--- config.mk ---
export PLATFORM = sky130hd
export DESIGN_NAME = booth_multiplier
export DESIGN_NICKNAME = d
export VERILOG_FILES = /design/src/rtl/booth_pkg.sv /design/src/rtl/booth_step.sv /design/src/rtl/booth_multiplier.sv
export SDC_FILE = /design/constraint.sdc
export NUM_CORES = 1
export LEC_CHECK = 0
export CORE_UTILIZATION = 45
export CTS_CLUSTER_SIZE = 28
export DETAILED_ROUTE_END_ITERATION = 6
export PLACE_DENSITY = 0.75
export SYNTH_ARGS = -nofsm -noshare
export SYNTH_HDL_FRONTEND = slang
export SYNTH_HIERARCHICAL = 1
export SYNTH_SLANG_ARGS = --single-unit
--- constraint.sdc ---
create_clock -name clk -period 5.76 [get_ports clk]
set_clock_uncertainty 0.1 [all_clocks]
set_input_delay 0.576 -clock clk [delete_from_list [all_inputs] [get_ports clk]]
set_output_delay 0.576 -clock clk [all_outputs]
set_load 0.03 [all_outputs]
--- src/rtl/booth_pkg.sv ---
// rtl/booth_pkg.sv - shared types and sizing helpers for the Booth multiplier
package booth_pkg;

  typedef enum logic [1:0] {
    IDLE = 2'd0,
    LOAD = 2'd1,
    CALC = 2'd2,
    DONE = 2'd3
  } booth_state_t;

  localparam int BOOTH_DW_DEFAULT = 5;

  // Step-counter width for the default operand width
  localparam int CNT_W = $clog2(BOOTH_DW_DEFAULT + 1);

  function automatic int booth_cnt_w(input int dw);
    return $clog2(dw + 1);
  endfunction

endpackage

--- src/rtl/booth_step.sv ---
// rtl/booth_step.sv - one combinational radix-2 Booth step (add/sub then arithmetic shift)
module booth_step
  import booth_pkg::*;
#(
  parameter int DW = BOOTH_DW_DEFAULT
) (
  input  logic [DW:0]   i_a,
  input  logic [DW-1:0] i_q,
  input  logic          i_q1,
  input  logic [DW:0]   i_m,
  output logic [DW:0]   o_a,
  output logic [DW-1:0] o_q,
  output logic          o_q1
);

  logic [DW:0] w_sum;

  always_comb begin
    w_sum = i_a;
    case ({i_q[0], i_q1})
      2'b01:   w_sum = i_a + i_m;
      2'b10:   w_sum = i_a - i_m;
      default: w_sum = i_a;
    endcase
  end

  // Shift {A,Q,Q-1} right by one, replicating the sign of the extended accumulator
  assign o_a  = {w_sum[DW], w_sum[DW:1]};
  assign o_q  = {w_sum[0], i_q[DW-1:1]};
  assign o_q1 = i_q[0];

endmodule

--- src/rtl/booth_multiplier.sv ---
// rtl/booth_multiplier.sv - sequential signed Booth multiplier; BOOTH_ZERO_SKIP_EN enables zero-operand shortcut
module booth_multiplier
  import booth_pkg::*;
#(
  parameter int DW = BOOTH_DW_DEFAULT
) (
  input  logic            clk,
  input  logic            rst,
  input  logic            start,
  input  logic [DW-1:0]   i_multiplicand,
  input  logic [DW-1:0]   i_multiplier,
  output logic [2*DW-1:0] o_product,
  output logic            o_ready,
  output logic            o_done
);

  localparam int            CW        = booth_cnt_w(DW);
  localparam logic [CW-1:0] LAST_STEP = CW'(DW - 1);

  booth_state_t  r_state;
  logic [DW-1:0] r_mcand;
  logic [DW-1:0] r_mplier;
  logic [DW:0]   r_a;
  logic [DW:0]   r_m;
  logic [DW-1:0] r_q;
  logic          r_q1;
  logic [CW-1:0] r_cnt;

  logic [DW:0]   w_a;
  logic [DW-1:0] w_q;
  logic          w_q1;
  logic          w_zero_skip;

`ifdef BOOTH_ZERO_SKIP_EN
  assign w_zero_skip = (r_mcand == '0) || (r_mplier == '0);
`else
  assign w_zero_skip = 1'b0;
`endif

  booth_step #(
    .DW(DW)
  ) u_step (
    .i_a (r_a),
    .i_q (r_q),
    .i_q1(r_q1),
    .i_m (r_m),
    .o_a (w_a),
    .o_q (w_q),
    .o_q1(w_q1)
  );

  always_ff @(posedge clk or negedge rst) begin
    if (!rst) begin
      r_state   <= IDLE;
      r_mcand   <= '0;
      r_mplier  <= '0;
      r_a       <= '0;
      r_m       <= '0;
      r_q       <= '0;
      r_q1      <= 1'b0;
      r_cnt     <= '0;
      o_product <= '0;
      o_ready   <= 1'b1;
      o_done    <= 1'b0;
    end else begin
      o_done <= 1'b0;
      case (r_state)
        IDLE: begin
          if (start) begin
            r_mcand  <= i_multiplicand;
            r_mplier <= i_multiplier;
            r_state  <= LOAD;
            o_ready  <= 1'b0;
          end
        end
        LOAD: begin
          r_a   <= '0;
          r_q   <= r_mplier;
          r_q1  <= 1'b0;
          r_m   <= {r_mcand[DW-1], r_mcand};
          r_cnt <= '0;
          if (w_zero_skip) begin
            r_state   <= DONE;
            o_product <= '0;
            o_done    <= 1'b1;
          end else begin
            r_state <= CALC;
          end
        end
        CALC: begin
          r_a   <= w_a;
          r_q   <= w_q;
          r_q1  <= w_q1;
          r_cnt <= r_cnt + 1'b1;
          // The final step's result is registered directly so it is visible in DONE
          if (r_cnt == LAST_STEP) begin
            r_state   <= DONE;
            o_product <= {w_a[DW-1:0], w_q};
            o_done    <= 1'b1;
          end
        end
        DONE: begin
          r_state <= IDLE;
          o_ready <= 1'b1;
        end
        default: begin
          r_state <= IDLE;
          o_ready <= 1'b1;
        end
      endcase
    end
  end

endmodule

; Word level (Yosys, flattened, before mapping)
; Cells that the tools add are included.
[op_classes]
muxes = 12
eq_ne = 8
n_reduce_logical = 7
n_addsub = 3
[op_table]
columns = operator, count
row1 = 6-bit one-hot mux with 2 select lines, 2
row2 = 5-bit one-hot mux with 2 select lines, 1
row3 = 2-bit one-hot mux with 4 select lines, 1
row4 = 2-bit AND reduction, 4
row5 = 6-bit adder, 1
row6 = "2-bit equality test, second input constant", 3
row7 = 3-bit one-hot mux with 2 select lines, 1
row8 = 6-bit subtractor, 1
row9 = "2-bit by 1-bit equality test with 1-bit output, second input constant", 2
row10 = 2-bit 2-to-1 mux, 2
row11 = "2-bit inequality test, second input constant", 2
row12 = 1-bit one-hot mux with 2 select lines, 2
row13 = 2-bit nonzero test, 2
row14 = "3-bit by 1-bit adder with 3-bit output, second input constant", 1
row15 = "3-bit equality test, second input constant", 1
row16 = 1-bit 2-to-1 mux, 3
row17 = 2-bit logical NOT, 1
[word_totals]
out_inout_bits = 12
in_bits = 13
word_cells = 41
reg_bits = 44

; Longest topological paths before layout
[logic_depth]
word_depth = 3
mapped_depth = 13
depth_no_buf = 12

; Modules after synthesis
; Netlist, hierarchy kept.
[by_module_without_submodules]
columns = module, seq_area_each_um2, area_per_inst_um2, n_inst, cells_per_inst
row1 = booth_multiplier, 1102.3, 1874.3, 1, 141
row2 = booth_step, 0.0, 470.5, 1, 62

; Least setup slack after synthesis
; OpenSTA, ideal clock, no wires.
[synth_path]
kind = register -> register
start = register r_q1
end = register r_a[5]
required_ns = 5.525
t_arrival_ns = 2.271
n_path_buf = 1
setup_ns = 0.135
slack_ns = 3.254
synth_period_minus_slack_ns = 2.506
path_stages_with_launch = 13
cell_sequence = dfrtp_1 inv_1 ha_1 mux2i_1 ha_1 nor2b_2 o2111ai_1 a211o_1 a21oi_1 nand4b_1 buf_4 nand3_1 o21ai_0
[synth_between]
elab_chain_cells = 3
elab_cells_between_ends = 4
classes_between = eq/ne: 2 / mux: 2
[synth_lines]
columns = element, line
row1 = "start, declared", booth_multiplier.sv:26  ; logic r_q1;
row2 = "start signal, assigned", booth_multiplier.sv:93  ; r_q1 <= w_q1;
row3 = 2-bit equality test / 2-bit by 1-bit equality test with 1-bit output (equally long branches), booth_step.sv:20  ; case ({i_q[0], i_q1})
row4 = 6-bit one-hot mux with 2 select lines *, booth_step.sv:20
row5 = net w_a[4], booth_multiplier.sv:29  ; logic [DW:0] w_a;
row6 = 6-bit one-hot mux with 2 select lines *, booth_multiplier.sv:67  ; case (r_state)
row7 = "end signal, assigned", booth_multiplier.sv:91  ; r_a <= w_a;
row8 = "end, declared", booth_multiplier.sv:23  ; logic [DW:0] r_a;
; The timed path passes the listed nets; every way through them passes the cells marked *.
; A chain may end at the register's enable or synchronous reset.

; Final worst setup path
[layout_path]
start = register r_q1
end = register o_product[9]
[layout_between]
elab_chain_cells = 2
elab_cells_between_ends = 3
classes_between = eq/ne: 2 / mux: 1
[layout_lines]
columns = element, line
row1 = 2-bit equality test / 2-bit by 1-bit equality test with 1-bit output (equally long branches), booth_step.sv:20
row2 = 6-bit one-hot mux with 2 select lines *, booth_step.sv:20
row3 = net w_a[4], booth_multiplier.sv:29
row4 = "end signal, assigned", booth_multiplier.sv:98  ; o_product <= {w_a[DW-1:0], w_q};
row5 = "end, declared", booth_multiplier.sv:12  ; output logic [2*DW-1:0] o_product,
; Marked as above.

==> metrics.yaml <==
die:
  die_area_um2: 5500
  start_util_pct: 48.1
  row_count: 25
  core_region_area_um2: 4880
  ios: 25
  chipHeight_um: 74.2
  die_x_um: 74.2
final_layout:
  antennaDiodeCount: 0
  fillers: 452
  final_core_util_pct: 54.5
  multi_input_area_um2: 1090
  final_common_cell: "dfrtp_1"
  area_delta_synth_final_pct: 13.4
  fin_cells: 289
  drive_gt1_share_pct: 19.4
  mostFrequentLayoutCells: "dfrtp_1, clkdlybuf4s50_1, inv_1, mux2_2, ha_1"
  seq_area_um2: 1100
  finalNetCount: 249
  final_cell_area_um2: 2660
power:
  p_total_mw: 1.63
  powerDensity_nw_per_um2: 611
  leakage_nw: 1.20
  ir_worst_vdd_v: 0.000418
worst_setup_path:
  end_kind: "flip-flop"
  startpoint_type: "flip-flop"
  path_class: "reg -> reg"
  arrival_ns: 2.82
  crit_required_ns: 5.84
  crit_fanout: 5
routing:
  routed_wl_um: 3810
  drc: 0
  num_vias: 1454
  viasPerCell: 5.03
  wl_per_cell_um: 13.2
  ant_nets: 0
  dr.pass1.iters: 4
  drtIter0Drc: 55
clock_network:
  clock-root-buffer: "clkbuf_8"
  clock_sinks: 44
  htree_levels: 2
  ctsResizeCount: 0
  cts_buffers: 5
  postCtsHoldBufs: 0
  cts.path.max_buffers: 2
  postCtsSetupBuffers: 0
  cts.reportedPaths.clkPinSlew_ns: 0.08
  clk_latency_ns: 0.29
  cts_tree: "yes"
timing:
  post-route-period-util_pct: 47.5
  slew_violations: 0
  final.setup.tns_ns: 0
  finalSetupViolations: 0
  fmaxAchievable_ghz: 0.365
  hold_violations: 0
  tightest_slew_ns: 0.950
  relSlewSlack_pct: 36.7
  period_needed_ns: 2.74
  holdWs_ns: 0.330
  fin_ws_ns: 3.02
  rsz0062_at_grt: "no"
worst_hold_path:
  hp-class: "in -> async"
placement:
  io_buffer_count: 24
  dpl.hpwl_um: 2760
  dpl_cell_area_um2: 2570
  dp.cells: 281
  post-place-ws_ns: 3.04
  gp_congestion: 0.785
synth:
  netlist_area_um2: 2340
  yosysSeqAreaShare_pct: 47.0
  syn_avg_cell_area_um2: 11.6
  yosys_warnings: 6
  synthDistinctLibCells: 40
  syn_nets: 231
  yosys_register_bits: 44
  netlist_instances: 203
run_status:
  outcome: "finished clean"
global_routing:
  grt_pass1_vias: 1404
  antenna_found_initial: 0
  grt_pass1_wl_um: 6490
  grt_use_total_pct: 15.8
  overflow: 0
  grt_max_degree: 45
flow_run:
  cap_violations: 0
Yosys cell counts (all sizes together):
cell type / number / area (um2)
a211o: 1 / 8.76
a21o: 1 / 7.51
a21oi: 11 / 58.8
and2: 1 / 6.26
and3: 1 / 7.51
buf: 10 / 77.6
clkbuf: 3 / 11.3
dfrtp: 43 / 1080
dfstp: 1 / 26.3
fa: 1 / 20.0
ha: 14 / 175
inv: 18 / 67.6
mux2: 27 / 338
mux2i: 9 / 90.1
nand2: 8 / 32.5
nand2b: 1 / 6.26
nand3: 10 / 62.6
nand4: 1 / 6.26
nand4b: 2 / 17.5
nor2: 9 / 33.8
nor2b: 2 / 15.0
nor3: 3 / 15.0
nor3b: 1 / 7.51
o2111ai: 1 / 8.76
o211ai: 1 / 7.51
o21ai: 14 / 73.8
o221ai: 1 / 8.76
o32a: 1 / 10.0
xnor2: 6 / 60.1
xor2: 1 / 8.76
routing by layer:
layer  GRT usage (%)  part of all wire (%)
met1            21.3                    46
met5               0                     0
met3            3.66                   3.2
met4            5.13                  0.94
met2            25.3                    49
sequential cells by signal, summed over array words and instances (netlist names):
| register | count |
|---|---|
| o_product | 10 |
| r_state | 2 |
| r_m | 5 |
| r_a | 6 |
| r_q1 | 1 |
| r_mplier | 5 |
| r_mcand | 5 |
| r_q | 5 |
| o_ready | 1 |
| r_cnt | 3 |
| o_done | 1 |
path summary, 6_finish.rpt:
kind | from | to | slack (ns) | cells past startpoint
hold reg to reg | o_ready$_DFFE_PN1P_ | o_ready$_DFFE_PN1P_ | 0.40 | 2
max in group asynchronous | rst | r_mcand[4]$_DFFE_PN0P_ | 4.65 | 1
hold / removal | rst | o_product[8]$_DFFE_PN0P_ | 0.33 | 1
setup / recovery | r_q1$_DFFE_PN0P_ | o_product[9]$_DFFE_PN0P_ | 3.02 | 10
min in group clk | o_ready$_DFFE_PN1P_ | o_ready$_DFFE_PN1P_ | 0.40 | 2
setup reg to reg | r_q1$_DFFE_PN0P_ | o_product[9]$_DFFE_PN0P_ | 3.02 | 10
critical path, cell delays in order (launching register included):
cell       delay [ns]
dfrtp_1          0.39
inv_1            0.06
ha_1             0.27
mux2i_1          0.33
ha_1             0.28
nor2b_2          0.15
o2111ai_1        0.30
a211o_1          0.19
a21oi_1          0.06
nand4b_1         0.21
mux2_2           0.29
power breakdown:
part | leakage, nW | switching [mW] | total (mW) | internal [mW]
registers | 0.557 | 0.0960 | 0.539 | 0.443
clock network | 0.0412 | 0.101 | 0.186 | 0.0848
logic | 0.602 | 0.476 | 0.901 | 0.425
total | 1.20 | 0.673 | 1.63 | 0.953
cell families (layout without fill, tap and decap cells):
group                    after synthesis  after routing  synth area share (%)
AO/OA/AOI/OAI                         31             31                  7.84
XOR/XNOR                               7              7                  2.94
AND/OR/NAND/NOR                       39             39                  8.97
multiplexers                          36             36                  18.2
buffers and inverters                 31             50                  6.67
flip-flops                            44             44                  47.0
adder cells (fa/ha/maj)               15             15                  8.32
area by class of cell:
| cell class | count | area share (%) |
|---|---|---|
| flip-flops and latches | 44 | 41.4 |
| multi-input cells | 128 | 40.8 |
| repair buffers | 24 | 8.84 |
| well taps | 67 | 3.15 |
| clock buffers | 6 | 2.73 |
| inverters | 18 | 2.54 |
| clock inverters | 2 | 0.470 |
Power figures use the tool's default switching activity.
